===== src/rtl/vram_port_arbiter.sv =====
// vram_port_arbiter
//   Shares the single VRAM port between display scan-out and NUM_CLIENTS
//   game-logic clients. Inside the fetch window (derived from the H/V
//   counters, one pixel early) the display owns the port. Outside it,
//   one client access at a time is served in round-robin order using a
//   req/ack handshake.
//
// Ports
//   i_clk, i_resetn        pixel clock, synchronous active-low reset
//   i_h_count, i_v_count   raster counters
//   i_disp_addr            display fetch address
//   o_disp_rdata           display read data (word at addr(h) appears at h+2)
//   i_cli_req/we/addr/wdata  per-client request bundle (packed, client i
//                          at [i*W +: W])
//   o_cli_ack              one-hot, one-cycle completion pulse
//   o_cli_rdata            client read data, valid with o_cli_ack
//   o_mem_*, i_mem_rdata   VRAM port (1-cycle synchronous read latency)
//   o_frame_start          pulse the cycle after counters read (0,0)
module vram_port_arbiter #(
  parameter int NUM_CLIENTS = 4,
  parameter int ADDR_W      = 16,
  parameter int DATA_W      = 12,
  parameter int H_ACT_START = 144,
  parameter int H_ACT_END   = 784,
  parameter int V_ACT_START = 35,
  parameter int V_ACT_END   = 515
) (
  input  logic                          i_clk,
  input  logic                          i_resetn,
  input  logic [15:0]                   i_h_count,
  input  logic [15:0]                   i_v_count,
  input  logic [ADDR_W-1:0]             i_disp_addr,
  output logic [DATA_W-1:0]             o_disp_rdata,
  input  logic [NUM_CLIENTS-1:0]        i_cli_req,
  input  logic [NUM_CLIENTS-1:0]        i_cli_we,
  input  logic [NUM_CLIENTS*ADDR_W-1:0] i_cli_addr,
  input  logic [NUM_CLIENTS*DATA_W-1:0] i_cli_wdata,
  output logic [NUM_CLIENTS-1:0]        o_cli_ack,
  output logic [DATA_W-1:0]             o_cli_rdata,
  output logic [ADDR_W-1:0]             o_mem_addr,
  output logic                          o_mem_we,
  output logic [DATA_W-1:0]             o_mem_wdata,
  input  logic [DATA_W-1:0]             i_mem_rdata,
  output logic                          o_frame_start
);

  localparam int IDX_W = (NUM_CLIENTS > 1) ? $clog2(NUM_CLIENTS) : 1;

  // Window opens one count early so the registered read lands on the pixel
  localparam logic [15:0] H_WIN_LO = 16'(H_ACT_START - 1);
  localparam logic [15:0] H_WIN_HI = 16'(H_ACT_END - 1);
  localparam logic [15:0] V_WIN_LO = 16'(V_ACT_START);
  localparam logic [15:0] V_WIN_HI = 16'(V_ACT_END);

  typedef enum logic [1:0] {
    S_IDLE  = 2'd0,
    S_ISSUE = 2'd1,
    S_RESP  = 2'd2
  } state_t;

  state_t                              r_state, w_state_nxt;
  logic [IDX_W-1:0]                    r_rr_ptr, r_win, w_pick;
  logic                                w_found, w_fetch_win, w_grant;
  logic                                r_fetch_d;
  logic [DATA_W-1:0]                   r_disp_rdata;
  logic                                r_frame_start;
  logic [NUM_CLIENTS-1:0][ADDR_W-1:0]  w_cli_addr;
  logic [NUM_CLIENTS-1:0][DATA_W-1:0]  w_cli_wdata;

  assign w_cli_addr  = i_cli_addr;
  assign w_cli_wdata = i_cli_wdata;

  function automatic logic [IDX_W-1:0] f_wrap(input logic [31:0] v);
    return IDX_W'(v % 32'(NUM_CLIENTS));
  endfunction

  assign w_fetch_win = (i_h_count >= H_WIN_LO) && (i_h_count < H_WIN_HI) &&
                       (i_v_count >= V_WIN_LO) && (i_v_count < V_WIN_HI);

  // First requester scanning upward from the round-robin pointer
  always_comb begin
    w_found = 1'b0;
    w_pick  = r_rr_ptr;
    for (int k = 0; k < NUM_CLIENTS; k++) begin
      if (!w_found && i_cli_req[f_wrap(32'(r_rr_ptr) + 32'(k))]) begin
        w_found = 1'b1;
        w_pick  = f_wrap(32'(r_rr_ptr) + 32'(k));
      end
    end
  end

  assign w_grant = (r_state == S_IDLE) && !w_fetch_win && w_found;

  always_comb begin
    w_state_nxt = r_state;
    case (r_state)
      S_IDLE:  if (w_grant) w_state_nxt = S_ISSUE;
      // An opened window stalls the latched access rather than dropping it
      S_ISSUE: if (!w_fetch_win) w_state_nxt = S_RESP;
      S_RESP:  w_state_nxt = S_IDLE;
      default: w_state_nxt = S_IDLE;
    endcase
  end

  always_ff @(posedge i_clk) begin
    if (!i_resetn) begin
      r_state       <= S_IDLE;
      r_rr_ptr      <= '0;
      r_win         <= '0;
      r_fetch_d     <= 1'b0;
      r_disp_rdata  <= '0;
      r_frame_start <= 1'b0;
    end else begin
      r_state       <= w_state_nxt;
      r_fetch_d     <= w_fetch_win;
      r_frame_start <= (i_h_count == 16'd0) && (i_v_count == 16'd0);
      if (w_grant)
        r_win <= w_pick;
      if (r_state == S_RESP)
        r_rr_ptr <= f_wrap(32'(r_win) + 32'd1);
      if (r_fetch_d)
        r_disp_rdata <= i_mem_rdata;
    end
  end

  // Port mux: display by default; winner only while ISSUE sees no window.
  // The write strobe is gated by reset so an ISSUE cut short writes nothing.
  always_comb begin
    o_mem_addr  = i_disp_addr;
    o_mem_we    = 1'b0;
    o_mem_wdata = w_cli_wdata[r_win];
    if (!w_fetch_win && (r_state == S_ISSUE)) begin
      o_mem_addr = w_cli_addr[r_win];
      o_mem_we   = i_cli_we[r_win] & i_resetn;
    end
  end

  assign o_cli_ack     = (r_state == S_RESP) ? (NUM_CLIENTS'(1) << r_win) : '0;
  assign o_cli_rdata   = (r_state == S_RESP) ? i_mem_rdata : '0;
  assign o_disp_rdata  = r_disp_rdata;
  assign o_frame_start = r_frame_start;

endmodule


===== config.mk =====
export PLATFORM = sky130hd
export DESIGN_NAME = vram_port_arbiter
export DESIGN_NICKNAME = d
export VERILOG_FILES = /design/src/rtl/vram_port_arbiter.sv
export SDC_FILE = /design/constraint.sdc
export NUM_CORES = 1
export LEC_CHECK = 0
export CORE_UTILIZATION = 25
export DETAILED_ROUTE_END_ITERATION = 12
export HOLD_SLACK_MARGIN = 0.06
export PLACE_DENSITY = 0.81
export SYNTH_ARGS = -nofsm -noshare
export SYNTH_HDL_FRONTEND = slang
export SYNTH_SLANG_ARGS = --single-unit
export TNS_END_PERCENT = 1

===== constraint.sdc =====
create_clock -name i_clk -period 2.43 [get_ports i_clk]
set_input_delay 0.486 -clock i_clk [delete_from_list [all_inputs] [get_ports i_clk]]
set_output_delay 0.486 -clock i_clk [all_outputs]
set_load 0.01 [all_outputs]

* Word level (Yosys, flattened, before mapping) *
Index checks and enable logic that the tools add are counted.

storage, ports and cells
  register bits after elaboration = 20
  input port bits = 182
  output and inout bits = 58
  logic and storage cells = 71

operators by class
  add/sub/neg operators = 4
  $lt $le $gt $ge = 9
  equal/unequal tests = 4
  shift-type cells = 1
  multiplexer cells = 28
  bitwise operators = 1
  reduce and logical (&&, ||, !) cells = 18

operators with widths
  kind                                                                number
  binary-select mux 16 bit (select 2 bit)                             1
  logical NOT 16 bit                                                  2
  < comparator 16 x 10 -> 1 bit, second input constant                2
  two-way mux 16 bit                                                  2
  binary-select mux 12 bit (select 2 bit)                             1
  two-way mux 12 bit                                                  2
  greater-or-equal comparator 16 x 6 -> 1 bit, second input constant  1
  greater-or-equal comparator 16 x 8 -> 1 bit, second input constant  1
  < comparator 2 x 3 -> 1 bit, second input constant                  5
  binary-select mux 1 bit (select 2 bit)                              5
  logical AND 1 bit                                                   10
  two-way mux 1 bit                                                   10
  two-way mux 2 bit                                                   5
  adder 2 x 1 -> 2 bit, second input constant                         2
  adder 2 bit, second input constant                                  2
  logical NOT 1 bit                                                   4
  two-way mux 4 bit                                                   1
  inequality test 2 bit, second input constant                        2
  case mux 2 bit (2 select lines)                                     1
  left shift 1 x 2 -> 4 bit, first input constant                     1
  equality test 2 x 1 -> 1 bit, second input constant                 1
  equality test 2 bit, second input constant                          1
  logical NOT 2 bit                                                   1
  AND reduction 2 bit                                                 1
  AND 1 bit                                                           1

* Logic depth before layout (Yosys ltp) *
Gate-level depths: netlist of the first run.

  depth after elaboration = 15
  mapped depth = 7
  mapped depth without buffers = 5

* Worst setup path before layout of the first run *
No wires, ideal clock.

  kind = in2out
  start point = input port i_h_count[6]
  end point = output port o_mem_addr[10]
  arrival time = 1.956 ns
  data required time = 1.944 ns
  path slack = -0.012 ns
  cell stages on the path = 6
  path buffers = 1
  cell sequence = or3_4 -> o21ai_1 -> a21oi_4 -> a21oi_4 -> buf_8 -> mux2_4

on the way
  longest elaborated chain between the ends = 7
  elaborated cells on any way between the ends = 8
  classes of those cells = order compare (2); mux (1); reduce/logical (5)

ends and longest elaborated chain
  item                                                                                          RTL line  source
  start: declaration                                                                            30        input logic [15:0] i_h_count,
  greater-or-equal comparator 16 x 8 -> 1 bit or < comparator 16 x 10 -> 1 bit (tied branches)  77        assign w_fetch_win = (i_h_count >= H_WIN_LO) && (i_h_count < H_WIN_HI) &&
  logical AND 1 bit * (2 in a row)                                                              77
  logical AND 1 bit *                                                                           78        (i_v_count >= V_WIN_LO) && (i_v_count < V_WIN_HI);
  logical NOT 1 bit *                                                                           132       if (!w_fetch_win && (r_state == S_ISSUE)) begin
  logical AND 1 bit *                                                                           132
  two-way mux 16 bit *                                                                          132
  end: declaration                                                                              40        output logic [ADDR_W-1:0] o_mem_addr,

Mark *: on every way between the ends. The rest lies on a longest branch, timed or not.

* Final worst setup path of the first run *
  start point = input port i_v_count[4]
  end point = output port o_mem_addr[14]

on the way
  longest elaborated chain between the ends = 6
  elaborated cells on any way between the ends = 7
  classes of those cells = order compare (2); mux (1); reduce/logical (4)

ends and longest elaborated chain
  item                                         RTL line  source
  start: declaration                           31        input logic [15:0] i_v_count,
  greater-or-equal comparator 16 x 6 -> 1 bit  78
  logical AND 1 bit                            77
  logical AND 1 bit *                          78
  logical NOT 1 bit *                          132
  logical AND 1 bit *                          132
  two-way mux 16 bit *                         132

Marked as above.

==> run metrics, run 1 <==
Crit Reg-Reg Startpoint r_win[0]; die width 94.0 µm; status finished with violations; placed wire-length estimate 7920 µm; Clock Power Share 17.9%; Max IR drop VDD 119 µV; WHS approximately 0.52 ns; gr usage total roughly 20%; main flop type after synthesis dfxtp_1; Lkg Pwr 1.85 nW; Setup Crit Path Kind in2out; post-synthesis sequential area ratio 18.9%; Min-Delay Path Class reg2reg; critical path's slowest cell or4_4; area grow syn2layout 132%; R2R setup slack between 1 and 1.5 ns; share of the synthesized area in the top cell type 30.9%; CP arrival between 2 and 2.5 ns; Yosys reg bits 20; Worst R2R End r_rr_ptr[1]; antenna violations before repair 0; pwr dens 293 nW/µm²; setup_tns -4.92 ns; global-route wire length before repair 13700 µm; die height between 90 and 100 µm; first drt pass iteration count 4; Final WS setup -0.326 ns; Ports 240; CTS tree yes; fin cells between 500 and 600; first-iteration detailed-routing DRC count 52; Clock Sinks 20; Post-synth EDFFs 0; Worst-Margin Slew 0.649 ns; Longest Clk Path Bufs 2; Internal Power 1.04 mW; Post-Route Skew 0.0150 ns; root buffer cell clkbuf_8; Final Hold Viols 0; post-synthesis cell type count 44; CP max FO 5; Pins Over Slew Limit 0; Critical Path Source i_v_count[4]; Max Cap Viol 0; Row Count 33; Num CTS Buffers 3; NetSw 391 µW; worst setup path end o_mem_addr[14]; GRT overflow 0; Async SR Flop Fraction 0%; vias per cell roughly 4.8; RSZ-0062 raised after global routing true; pre-CTS WS -1.01 ns; H-tree depth 1; count of yosys warnings during synthesis 0; placed cell count 528; largest net degree at the start of global routing 34; post-route clock period utilization 113%; Reg clk slew, reported paths about 0.070 ns; slew margin rel. 56.7%; Worst path max stage delay 0.54 ns; critical path required time 1.94 ns; area leader, netlist mux4_2; via count 2586; sequential power share 23.7%; most used cell along the critical path buf_6; Core ar. 8220 µm²; Avg Inst Size Synth 11.5 µm²; Final setup viols 17; Post-Synthesis Cell Area 2110 µm²; Post-Synthesis Net Count 370; initial core utilization 25.7%; failing checks negative setup slack; RD Place Congestion 0.794; share of layout cells above drive strength 1 25.6%; Crit. End Element primary output; crit-path cells buf_6 > or4_4 > o21ai_2 > and3b_4 > a21oi_4 > buf_12 > buf_16 > mux2_4 > buf_6; wire length per cell 17.4 µm; min Tclk post-route 2.76 ns; NumNets Final 620; # hold bufs at CTS 0; synth top area cells mux4_2 (31%), dfxtp_1 (19%), mux2i_1 (7.6%), mux2_4 (5.7%), and2_1 (5.3%); ANT cells 0; fmax 0.363 GHz; synthesized instance count 184; die area 8830 µm²; R2R depth 6; combinational share of power 58.4%; Sw Ratio around 27%; port bufs ~240; Worst setup SP type input port; DRT Wirelength 9350 µm; Clk Latency, worst-skew pair between 0.2 and 0.3 ns; remaining antenna violation count after routing 0; vias in the first global route 2702; Post-route DRC 0
-- power groups by stage --
stage                     Sequential (mW)  Combinational [mW]  Clock (mW)
after floorplan                     0.347               0.304           0
after global placement              0.348               0.787           0
after detailed placement            0.348               0.804           0
after CTS                           0.340               0.835       0.263
after global routing                0.341               0.888       0.275
final                               0.340               0.838       0.257
-- cell families after synthesis --
group | after synthesis | share of synthesized area, %
AOI/OAI and AO/OA | 19 | 7.57
adders and majority gates | 4 | 2.37
buffers and inverters | 20 | 4.79
DFF | 20 | 18.9
muxes | 61 | 48.4
and+or+nand+nor | 60 | 17.9
-- worst min-delay path by stage --
stage,endpoint,from,slack [ns],depth (start not counted)
after global routing,o_disp_rdata[1],o_disp_rdata[1],0.54,2
after detailed placement,o_disp_rdata[5],o_disp_rdata[5],0.51,2
after CTS,o_disp_rdata[5],o_disp_rdata[5],0.53,2
after global placement,o_disp_rdata[2],o_disp_rdata[2],0.50,2
after floorplan,o_disp_rdata[5],o_disp_rdata[5],0.54,2
final,o_disp_rdata[3],o_disp_rdata[3],0.52,2
-- worst max-delay path, delay by kind of cell --
kind,cells,cell delay (ns)
and+or+nand+nor,2,0.77
buffers and inverters,4,0.49
muxes,1,0.31
AOI/OAI and AO/OA,2,0.21
-- through the flow --
step | cell area, µm² | utilization, % | power [mW]
5_1_grt | 4910 | 59.7 | 1.50
2_1_floorplan | 2120 | - | 0.651
4_1_cts | 4870 | 59.3 | 1.44
3_5_place_dp | 4700 | 57.2 | 1.15
6_report | 4910 | 59.7 | 1.44
3_3_place_gp | 4700 | 57.2 | 1.13
-- synth_stat cells, types with 2 or more instances --
cell type  count
and2_1        18
clkbuf_1       6
buf_4          2
ha_1           4
a21oi_4        2
nand2_1        4
mux2i_1       16
dfxtp_1       20
mux2_4         8
a21oi_1        3
and4_1         2
nor2_1         7
inv_1          7
nor4_1         6
nor2b_1       14
mux4_2        29
buf_2          2
mux2_2         8
-- area by class of cell --
type | instances | area [µm²]
multi-input cells | 144 | 1700
clock buffers | 4 | 55.1
flip-flops and latches | 20 | 402
inverters | 7 | 26.3
well taps | 105 | 131
repair buffers | 258 | 2600
fillers | 692 | 3310
-- repair_timing --
action                                 4_1_cts  5_1_grt
setup buffers                                3        2
resized for setup                          171       13
pin swaps                                   15        9
cloned                                       2        0
setup endpoints to repair                   29       19
endpoints found under the hold margin        0        0
-- sequential cells by signal (all words and copies together), names as in the netlist --
signal / cells
o_frame_start: 1
r_fetch_d: 1
r_win: 2
r_state: 2
r_rr_ptr: 2
o_disp_rdata: 12
-- cell usage in the layout, fill, tap and decap left out, types with 2 or more instances in the layout --
cell,synthesis,routed
mux2_2,8,4
nor2_1,7,7
buf_2,2,7
nor4_2,0,4
nor2b_1,14,14
mux2_4,8,12
mux4_2,29,29
a21oi_1,3,3
buf_16,0,2
nor4_1,6,2
nand2_1,4,4
clkbuf_8,0,4
a21oi_4,2,2
and2_1,18,18
dfxtp_1,20,19
buf_6,0,21
clkdlybuf4s15_1,0,7
clkdlybuf4s50_1,0,180
buf_4,2,10
mux2i_1,16,16
dlygate4sd2_1,0,25
ha_1,4,4
buf_12,0,4
inv_1,7,7
-- routing by layer --
| metal | global-route usage (%) | share of wire, % | vias to the layer above |
|---|---|---|---|
| li1 | - | - | 1219 |
| met1 | 22.5 | 35 | 1207 |
| met3 | 3.48 | 6.9 | 20 |
| met5 | 0 | 0 | - |
| met2 | 38.8 | 55 | 140 |
| met4 | 6.41 | 2.8 | 0 |
Note: power is estimated with default switching activity, not from simulation.
==> run 2, diff against run 1 <==
--- a/config.mk
+++ b/config.mk
@@ -7,6 +7,7 @@
 export LEC_CHECK = 0
 export CORE_UTILIZATION = 25
 export DETAILED_ROUTE_END_ITERATION = 12
+export GPL_TIMING_DRIVEN = 0
 export HOLD_SLACK_MARGIN = 0.06
 export PLACE_DENSITY = 0.81
 export SYNTH_ARGS = -nofsm -noshare
==> run 2 against run 1 <==
The flow still finishes with violations (negative setup slack). Cell count unchanged. Maximum frequency is 2.7% higher. Die area did not move. Largest cell class unchanged. Flip-flop and latch count stayed put. Critical path type unchanged. Worst setup slack improved by 0.071 ns. Wire length is 5.9% lower. Total power shrank 1.2%. Combinational power is 1% lower. Clock power decreased by 4%. Sequential power barely moved. Clock skew is 0.011 ns lower. Sequential share of layout area about the same.
==> run metrics, run 2 (synthesis gave the netlist of run 1 again) <==
CP max FO 8; die width about 94 µm; gr usage total 18.5%; initial core utilization around 26%; RD Place Congestion 0.777; Ports 240; Post-Route Skew 0.00452 ns; largest net degree at the start of global routing 12; status finished with violations; Final WS setup -0.255 ns; min Tclk post-route 2.68 ns; first-iteration detailed-routing DRC count 68; pwr dens 288 nW/µm²; Pins Over Slew Limit 0; Longest Clk Path Bufs 2; remaining antenna violation count after routing 0; Clk Latency, worst-skew pair 0.25 ns; Worst-Margin Slew 0.693 ns; first drt pass iteration count 6; Final Hold Viols 0; Final setup viols 17; slew margin rel. 53.8%; Post-route DRC 0; CP arrival 2.20 ns; hold depth 2; RSZ-0062 raised after global routing true; post-route clock period utilization 110%; Max Cap Viol 0; area grow syn2layout 133%; via count ~2600; Core ar. approximately 8200 µm²; DRT Wirelength approximately 8800 µm; NumNets Final 620; share of layout cells above drive strength 1 approximately 26%; max FFs per register 12; Crit. End Element primary output; Setup Crit Path Kind in2out; Row Count 33; port bufs between 200 and 250; placed wire-length estimate approximately 7600 µm; Reg clk slew, reported paths around 0.070 ns; Lkg Pwr 1.95 nW; root buffer cell clkbuf_8; wire length per cell between 15 and 20 µm; Clock Sinks 20; global-route wire length before repair 12400 µm; most frequent cells in the layout clkdlybuf4s50_1 (176), mux4_2 (29), buf_6 (20); Min-Delay Path Class reg2reg; die height 94.0 µm; fmax 0.372 GHz; R2R depth 7; H-tree depth 1; die area 8830 µm²; critical path required time slightly below 2 ns; Max IR drop VDD 130 µV; CTS tree yes; vias in the first global route 2519; GRT overflow 0; most common cell after layout, fill and taps aside clkdlybuf4s50_1; vias per cell 4.81; failing checks negative setup slack; Worst setup SP type input port; antenna violations before repair 0; Num CTS Buffers 3; pre-CTS WS -1.20 ns; final instance area just under 5000 µm²; ANT cells 0; dpl cell area 4640 µm²
-- run 2: cell count changes in the layout (fill, tap and decap cells not counted), moves of 5 or more --
cell	change
dlymetal6s2s_1	+12
clkbuf_2	+9
dlygate4sd2_1	-8
buf_4	-6
buf_2	-5
-- run 2: where the power goes --
group / internal (mW) / total [mW] / switching [mW]
logic: 0.563 / 0.830 / 0.267
clock network: 0.144 / 0.246 / 0.102
registers: 0.335 / 0.343 / 0.00765
total: 1.04 / 1.42 / 0.377
-- run 2: path summary, 6_finish.rpt --
kind              startpoint              end  slack [ns]
max             i_v_count[5]    o_mem_addr[1]       -0.25
min          o_disp_rdata[4]  o_disp_rdata[4]        0.52
max reg2reg         r_win[0]      r_rr_ptr[1]        0.99
min reg2reg  o_disp_rdata[4]  o_disp_rdata[4]        0.52
-- run 2: repair_timing --
item | in CTS | in global routing
gates cloned | 1 | 0
setup buffers | 5 | 2
gates resized for setup | 131 | 78
hold buffers | 0 | 0
pin swaps | 13 | 16
setup endpoints to repair | 42 | 35
-- run 2: cell type report --
| type | instances | area, µm² |
|---|---|---|
| clock buffers | 4 | 55.1 |
| inverters | 7 | 26.3 |
| well taps | 105 | 131 |
| flip-flops and latches | 20 | 405 |
| multi-input cells | 144 | 1720 |
| fillers | 687 | 3280 |
| repair buffers | 245 | 2460 |
| plain buffers | 13 | 138 |
-- run 2: metal layers --
| layer | global-route usage (%) | routed length (µm) | vias up |
|---|---|---|---|
| met1 | 21.2 | 3230 | 1225 |
| li1 | - | - | 1220 |
| met2 | 35.1 | 4870 | 131 |
| met5 | 0 | 0 | - |
| met4 | 4.36 | 163 | 0 |
| met3 | 3.07 | 538 | 10 |
-- run 2: worst max-delay path: stages --
cell and delay (ns):
buf_6 0.09, or4_4 0.53, o21ai_2 0.18, and3b_4 0.23, a21oi_4 0.09, buf_12 0.16, mux2_4 0.31, buf_6 0.12
-- run 2: per-stage QoR --
stage	TNS [ns]	std cells	power (mW)	utilization, %	hold slack [ns]
6_report	-3.97	538	1.42	60.0	0.517
5_1_grt	-4.75	538	1.50	60.0	0.545
4_1_cts	-8.08	537	1.39	58.0	0.525
3_5_place_dp	-22.82	528	1.13	56.5	0.506
3_3_place_gp	-21.86	528	1.12	56.5	0.498
2_1_floorplan	0	184	0.651	-	0.538
==> run 3, diff against run 2 <==
--- a/config.mk
+++ b/config.mk
@@ -8,7 +8,7 @@
 export CORE_UTILIZATION = 25
 export DETAILED_ROUTE_END_ITERATION = 12
 export GPL_TIMING_DRIVEN = 0
-export HOLD_SLACK_MARGIN = 0.06
+export HOLD_SLACK_MARGIN = 0.08
 export PLACE_DENSITY = 0.81
 export SYNTH_ARGS = -nofsm -noshare
 export SYNTH_HDL_FRONTEND = slang
==> results of run 3 <==
The final DEF is identical to that of run 2; final timing and power are the same.
